### src/rtl/division_pkg.sv
// Shared constants for the division sequencer: default sizes, FSM encoding,
// and the Divider watchdog limit.
package division_pkg;

    localparam int DEF_WIDTH     = 4;
    localparam int DEF_DEPTH     = 4;
    localparam int DEF_TAG_WIDTH = 2;

    localparam logic [1:0] ST_IDLE    = 2'd0;
    localparam logic [1:0] ST_ISSUE   = 2'd1;
    localparam logic [1:0] ST_WAIT    = 2'd2;
    localparam logic [1:0] ST_RESPOND = 2'd3;

    // Cycles spent in WAIT before a silent Divider is declared hung.
    function automatic int watchdog_limit(input int width);
        return 2 * width;
    endfunction

endpackage

### src/rtl/request_fifo.sv
// Show-ahead request FIFO: the head entry is visible on o_pop_data whenever
// o_empty is low. Push while full and pop while empty are ignored.
module request_fifo
    import division_pkg::*;
#(
    parameter int WIDTH = 2 * DEF_WIDTH + DEF_TAG_WIDTH,
    parameter int DEPTH = DEF_DEPTH
) (
    input  logic             clk,
    input  logic             rst_n,
    input  logic             i_push,
    input  logic [WIDTH-1:0] i_push_data,
    input  logic             i_pop,
    output logic [WIDTH-1:0] o_pop_data,
    output logic             o_full,
    output logic             o_empty
);

    localparam int AW = $clog2(DEPTH);

    logic [WIDTH-1:0] r_mem [DEPTH];
    logic [AW:0]      r_wr_ptr;
    logic [AW:0]      r_rd_ptr;
    logic             w_do_push;
    logic             w_do_pop;

    // Pointers carry one extra wrap bit so full and empty are distinguishable.
    assign o_empty    = (r_wr_ptr == r_rd_ptr);
    assign o_full     = (r_wr_ptr[AW] != r_rd_ptr[AW]) &&
                        (r_wr_ptr[AW-1:0] == r_rd_ptr[AW-1:0]);
    assign w_do_push  = i_push && !o_full;
    assign w_do_pop   = i_pop && !o_empty;
    assign o_pop_data = r_mem[r_rd_ptr[AW-1:0]];

    always_ff @(posedge clk) begin
        if (!rst_n) begin
            r_wr_ptr <= '0;
            r_rd_ptr <= '0;
        end else begin
            if (w_do_push) begin
                r_wr_ptr <= r_wr_ptr + (AW+1)'(1);
            end
            if (w_do_pop) begin
                r_rd_ptr <= r_rd_ptr + (AW+1)'(1);
            end
        end
    end

    always_ff @(posedge clk) begin
        if (w_do_push) begin
            r_mem[r_wr_ptr[AW-1:0]] <= i_push_data;
        end
    end

endmodule

### src/rtl/division_sequencer.sv
// Queues signed division requests and feeds them one at a time to an external
// Divider, returning tagged results (or a fault) in request order.
module division_sequencer
    import division_pkg::*;
#(
    parameter int WIDTH     = DEF_WIDTH,
    parameter int DEPTH     = DEF_DEPTH,
    parameter int TAG_WIDTH = DEF_TAG_WIDTH
) (
    input  logic                        clock,
    input  logic                        reset_n,
    input  logic                        request_valid,
    output logic                        request_ready,
    input  logic signed [WIDTH-1:0]     request_dividend,
    input  logic signed [WIDTH-1:0]     request_divisor,
    input  logic        [TAG_WIDTH-1:0] request_tag,
    output logic                        response_valid,
    input  logic                        response_ready,
    output logic signed [WIDTH-1:0]     response_quotient,
    output logic signed [WIDTH-1:0]     response_remainder,
    output logic                        response_fault,
    output logic        [TAG_WIDTH-1:0] response_tag,
    output logic                        divider_start,
    output logic signed [WIDTH-1:0]     divider_dividend,
    output logic signed [WIDTH-1:0]     divider_divisor,
    input  logic signed [WIDTH-1:0]     divider_quotient,
    input  logic signed [WIDTH-1:0]     divider_remainder,
    input  logic                        divider_ready
);

    localparam int ENTRY_W  = 2 * WIDTH + TAG_WIDTH;
    localparam int WD_LIMIT = watchdog_limit(WIDTH);
    localparam int WD_W     = $clog2(WD_LIMIT);

    logic [1:0]                  r_state;
    logic                        r_start;
    logic [WD_W-1:0]             r_wd_cnt;
    logic signed [WIDTH-1:0]     r_dividend;
    logic signed [WIDTH-1:0]     r_divisor;
    logic [TAG_WIDTH-1:0]        r_tag;
    logic signed [WIDTH-1:0]     r_quotient;
    logic signed [WIDTH-1:0]     r_remainder;
    logic                        r_fault;
    logic [TAG_WIDTH-1:0]        r_resp_tag;

    logic                        w_full;
    logic                        w_empty;
    logic                        w_push;
    logic                        w_pop;
    logic [ENTRY_W-1:0]          w_head;
    logic signed [WIDTH-1:0]     w_head_dividend;
    logic signed [WIDTH-1:0]     w_head_divisor;
    logic [TAG_WIDTH-1:0]        w_head_tag;

    // Ready depends on full alone, so a same-cycle pop never frees a slot early.
    assign request_ready = !w_full;
    assign w_push        = request_valid && !w_full;
    assign w_pop         = (r_state == ST_IDLE) && !w_empty;

    request_fifo #(
        .WIDTH (ENTRY_W),
        .DEPTH (DEPTH)
    ) u_request_fifo (
        .clk         (clock),
        .rst_n       (reset_n),
        .i_push      (w_push),
        .i_push_data ({request_dividend, request_divisor, request_tag}),
        .i_pop       (w_pop),
        .o_pop_data  (w_head),
        .o_full      (w_full),
        .o_empty     (w_empty)
    );

    assign w_head_dividend = w_head[ENTRY_W-1 -: WIDTH];
    assign w_head_divisor  = w_head[TAG_WIDTH +: WIDTH];
    assign w_head_tag      = w_head[TAG_WIDTH-1:0];

    assign divider_start      = r_start;
    assign divider_dividend   = r_dividend;
    assign divider_divisor    = r_divisor;
    assign response_valid     = (r_state == ST_RESPOND);
    assign response_quotient  = r_quotient;
    assign response_remainder = r_remainder;
    assign response_fault     = r_fault;
    assign response_tag       = r_resp_tag;

    always_ff @(posedge clock) begin
        if (!reset_n) begin
            r_state     <= ST_IDLE;
            r_start     <= 1'b0;
            r_wd_cnt    <= '0;
            r_dividend  <= '0;
            r_divisor   <= '0;
            r_tag       <= '0;
            r_quotient  <= '0;
            r_remainder <= '0;
            r_fault     <= 1'b0;
            r_resp_tag  <= '0;
        end else begin
            r_start <= 1'b0;
            case (r_state)
                ST_IDLE: begin
                    if (!w_empty) begin
                        r_dividend <= w_head_dividend;
                        r_divisor  <= w_head_divisor;
                        r_tag      <= w_head_tag;
                        // A zero divisor never reaches the Divider.
                        if (w_head_divisor == '0) begin
                            r_quotient  <= '0;
                            r_remainder <= '0;
                            r_fault     <= 1'b1;
                            r_resp_tag  <= w_head_tag;
                            r_state     <= ST_RESPOND;
                        end else begin
                            r_start <= 1'b1;
                            r_state <= ST_ISSUE;
                        end
                    end
                end
                ST_ISSUE: begin
                    r_wd_cnt <= '0;
                    r_state  <= ST_WAIT;
                end
                ST_WAIT: begin
                    if (divider_ready) begin
                        r_quotient  <= divider_quotient;
                        r_remainder <= divider_remainder;
                        r_fault     <= 1'b0;
                        r_resp_tag  <= r_tag;
                        r_state     <= ST_RESPOND;
                    end else if (r_wd_cnt == WD_W'(WD_LIMIT - 1)) begin
                        r_quotient  <= '0;
                        r_remainder <= '0;
                        r_fault     <= 1'b1;
                        r_resp_tag  <= r_tag;
                        r_state     <= ST_RESPOND;
                    end else begin
                        r_wd_cnt <= r_wd_cnt + WD_W'(1);
                    end
                end
                ST_RESPOND: begin
                    if (response_ready) begin
                        r_state <= ST_IDLE;
                    end
                end
                default: r_state <= ST_IDLE;
            endcase
        end
    end

endmodule

### config.mk
export PLATFORM = sky130hd
export DESIGN_NAME = division_sequencer
export DESIGN_NICKNAME = d
export VERILOG_FILES = /design/src/rtl/division_pkg.sv /design/src/rtl/request_fifo.sv /design/src/rtl/division_sequencer.sv
export SDC_FILE = /design/constraint.sdc
export NUM_CORES = 1
export LEC_CHECK = 0
export BUFFER_PORTS_ARGS = -buffer_cell sky130_fd_sc_hd__buf_4
export CORE_UTILIZATION = 28
export CTS_CLUSTER_DIAMETER = 120
export DETAILED_ROUTE_END_ITERATION = 10
export SYNTH_ARGS = -nofsm -noshare
export SYNTH_HDL_FRONTEND = slang
export SYNTH_SLANG_ARGS = --single-unit
### constraint.sdc
create_clock -name clock -period 2 [get_ports clock]
set_clock_uncertainty 0.1 [all_clocks]
set_input_delay 0.3 -clock clock [delete_from_list [all_inputs] [get_ports clock]]
set_output_delay 0.3 -clock clock [all_outputs]
set_load 0.05 [all_outputs]
==> results.sh <==
export IMPL_outcome="complete, but fails checks"
export IMPL_violations="setup timing"
export IMPL_num_io_pins=45
export IMPL_finalPower_mw=5.49
export IMPL_synth_distinct_cells=35
export IMPL_core_um2=10800
export IMPL_syn_cell_area_um2=3100
export IMPL_rows=38
export IMPL_vias=2024
export IMPL_die_h_um=107
export IMPL_htreeDepth=3
export IMPL_avgSynthCellArea_um2=13.6
export IMPL_maxSlewViolCount=0
export IMPL_place_area_um2=3850
export IMPL_min_period_ps=2200
export IMPL_grt_overflow=0
export IMPL_start_kind="register"
export IMPL_combPwrFrac=0.406
export IMPL_fin_tns_setup_ps=-2000
export IMPL_async_flop_share=0
export IMPL_drc=0
export IMPL_ys_ff_latch=75
export IMPL_firstDrtPassIters=4
export IMPL_numCtsBuffers=9
export IMPL_viasPerCell=4.43
export IMPL_p_leak_nw=1.73
export IMPL_initial_core_util=0.287
export IMPL_grt_usage=0.113
export IMPL_hpwl_um=4360
export IMPL_design_area_um2=4200
export IMPL_vdd_ir_drop_worst_mv=0.461
export IMPL_fin_nets=347
export IMPL_synth_seq_area_share=0.614
export IMPL_synth_area_top_cells="edfxtp_1, dfxtp_1, mux2i_1"
export IMPL_finalWorstSetupSlack_ps=-202
export IMPL_p_int_mw=3.62
export IMPL_p_seq_frac=0.362
export IMPL_cts_tree="yes"
export IMPL_postLayoutCoreUtil=0.389
export IMPL_yosysWarnings=0
export IMPL_clock_sinks=75
export IMPL_antenna_found_initial=0
export IMPL_grt_pass1_vias=2045
export IMPL_die_w_um=107
export IMPL_finalSetupViolCount=12
export IMPL_switchingPower_mw=1.87
export IMPL_ant_nets=0
export IMPL_synth_edf_count=40
export IMPL_routabilityCongestion=0.777
export IMPL_synth_flop_cell="edfxtp_1"
export IMPL_clk_pin_slew_ps=80
export IMPL_n_antenna_cell=0
export IMPL_finalHoldViolations=0
export IMPL_wire_per_inst_um=13.3
export IMPL_grt_max_degree=26
export IMPL_drt_iter0_drc=85
export IMPL_yosysTopAreaCell="edfxtp_1"
export IMPL_critPathMaxFanout=5
export IMPL_arrival_ps=2340
export IMPL_rsz0062_at_grt="true"
export IMPL_period_share=1.10
export IMPL_die_area_um2=11500
export IMPL_grt_pass1_wl_um=9760
export IMPL_required_ps=2140
export IMPL_cts_path_max_buffers=2
export IMPL_maxCapViolCount=0
export IMPL_p_per_area_nw_per_um2=1310
export IMPL_clkPwrFrac=0.232
export IMPL_cts_hold_buf=0
export IMPL_worst_pin_slew_ps=520
export IMPL_hold_path_class="input pin to register"
export IMPL_hp_start="request_dividend[3]"
export IMPL_slew_headroom=0.652
export IMPL_p_sw_frac=0.341
export IMPL_place_ws_ps=-266
export IMPL_wl_um=6070
export IMPL_drive_gt1_frac=0.356
export IMPL_synthCells=227
export IMPL_syn_num_nets=262
export IMPL_synth_top_area_frac=0.388
export IMPL_cts_root_buf="clkbuf_8"
export IMPL_numPortBuffers=44
export IMPL_setup_worst_path_end_class="register"
export IMPL_insertion_delay_ps=340
export IMPL_path_class="register to register"
export IMPL_fmax_mhz=454
export IMPL_area_growth_syn_to_layout_pct=35.5
area by class of cell:
| type | count | area (um2) |
|---|---|---|
| fillers | 1038 | 6590 |
| clock buffers | 9 | 124 |
| flip-flops and latches | 75 | 1910 |
| repair buffers | 82 | 688 |
| inverters | 8 | 30.0 |
| multi-input cells | 136 | 1170 |
| well taps | 140 | 175 |
| clock inverters | 7 | 97.6 |
metal layers:
metal,part of all wire,track usage
met3,0.050,0.0389
met1,0.45,0.137
met5,0,0
met4,0.0097,0.0323
met2,0.49,0.188
Yosys cell counts, drive strengths merged, types with 4 or more instances:
library cell  instances
mux2i                22
mux4                 10
dfxtp                35
nor2                 22
xor2                  5
edfxtp               40
nand3                 4
clkbuf                5
nand2                21
ha                   12
a21oi                 5
inv                   7
flip-flops by register name, indices dropped and copies added, names as in the netlist, named ones only:
| register | cells |
|---|---|
| response_remainder | 4 |
| r_wd_cnt | 3 |
| divider_dividend | 4 |
| divider_divisor | 4 |
| u_request_fifo.r_wr_ptr | 3 |
| u_request_fifo.r_mem | 40 |
| response_tag | 2 |
| response_quotient | 4 |
| u_request_fifo.r_rd_ptr | 3 |
| r_state | 2 |
| r_tag | 2 |
| divider_start | 1 |
| response_fault | 1 |
worst paths after layout:
path | endpoint | slack (ps) | cells past startpoint
max | response_quotient[3] | -200 | 5
min | u_request_fifo.r_mem[1][9] | 50 | 1
max reg2reg | response_quotient[3] | -200 | 5
min reg2reg | response_remainder[0] | 370 | 2
power groups by stage:
stage	Combinational (mW)	Clock [mW]	Sequential, mW
after floorplan	1.05	0	2.29
after global placement	2.00	0	2.01
after detailed placement	2.03	0	2.02
after CTS	2.10	1.31	1.99
after global routing	2.40	1.38	2.02
final	2.23	1.27	1.99
critical path: stages (launching register included):
cell,delay [ps]
dfxtp_4,390
mux4_2,520
o41a_1,460
or3_4,350
buf_4,170
mux2i_1,110
placed cells by master (no fill, tap or decap), drive strengths merged, types with 4 or more instances in the layout:
cell	n
clkbuf	9
buf	82
mux4	10
mux2i	22
ha	12
nand3	4
nor2	22
a21oi	5
xor2	5
dfxtp	35
nand2	21
inv	9
edfxtp	40
through the flow:
stage	hold slack, ps	cells
floorplan	299	227
finish	53.9	457
global placement	349	434
global route	28.5	457
detailed placement	359	434
CTS	26.6	451
what timing repair did:
action / in CTS / in global routing
gates resized for setup: 9 / 11
gates cloned: 0 / 1
setup endpoints to repair: 13 / 13
buffers inserted: 1 / 5
pin swaps: 3 / 3
logic make-up after synthesis:
kind of cell / synth area share
adders and majority gates: 0.0485
DFF: 0.614
buffers and inverters: 0.0246
xor gates and xnor gates: 0.0198
AOI/OAI and AO/OA: 0.0363
muxes: 0.160
and+or+nand+nor: 0.0973
(Power assumes the default switching activity.)
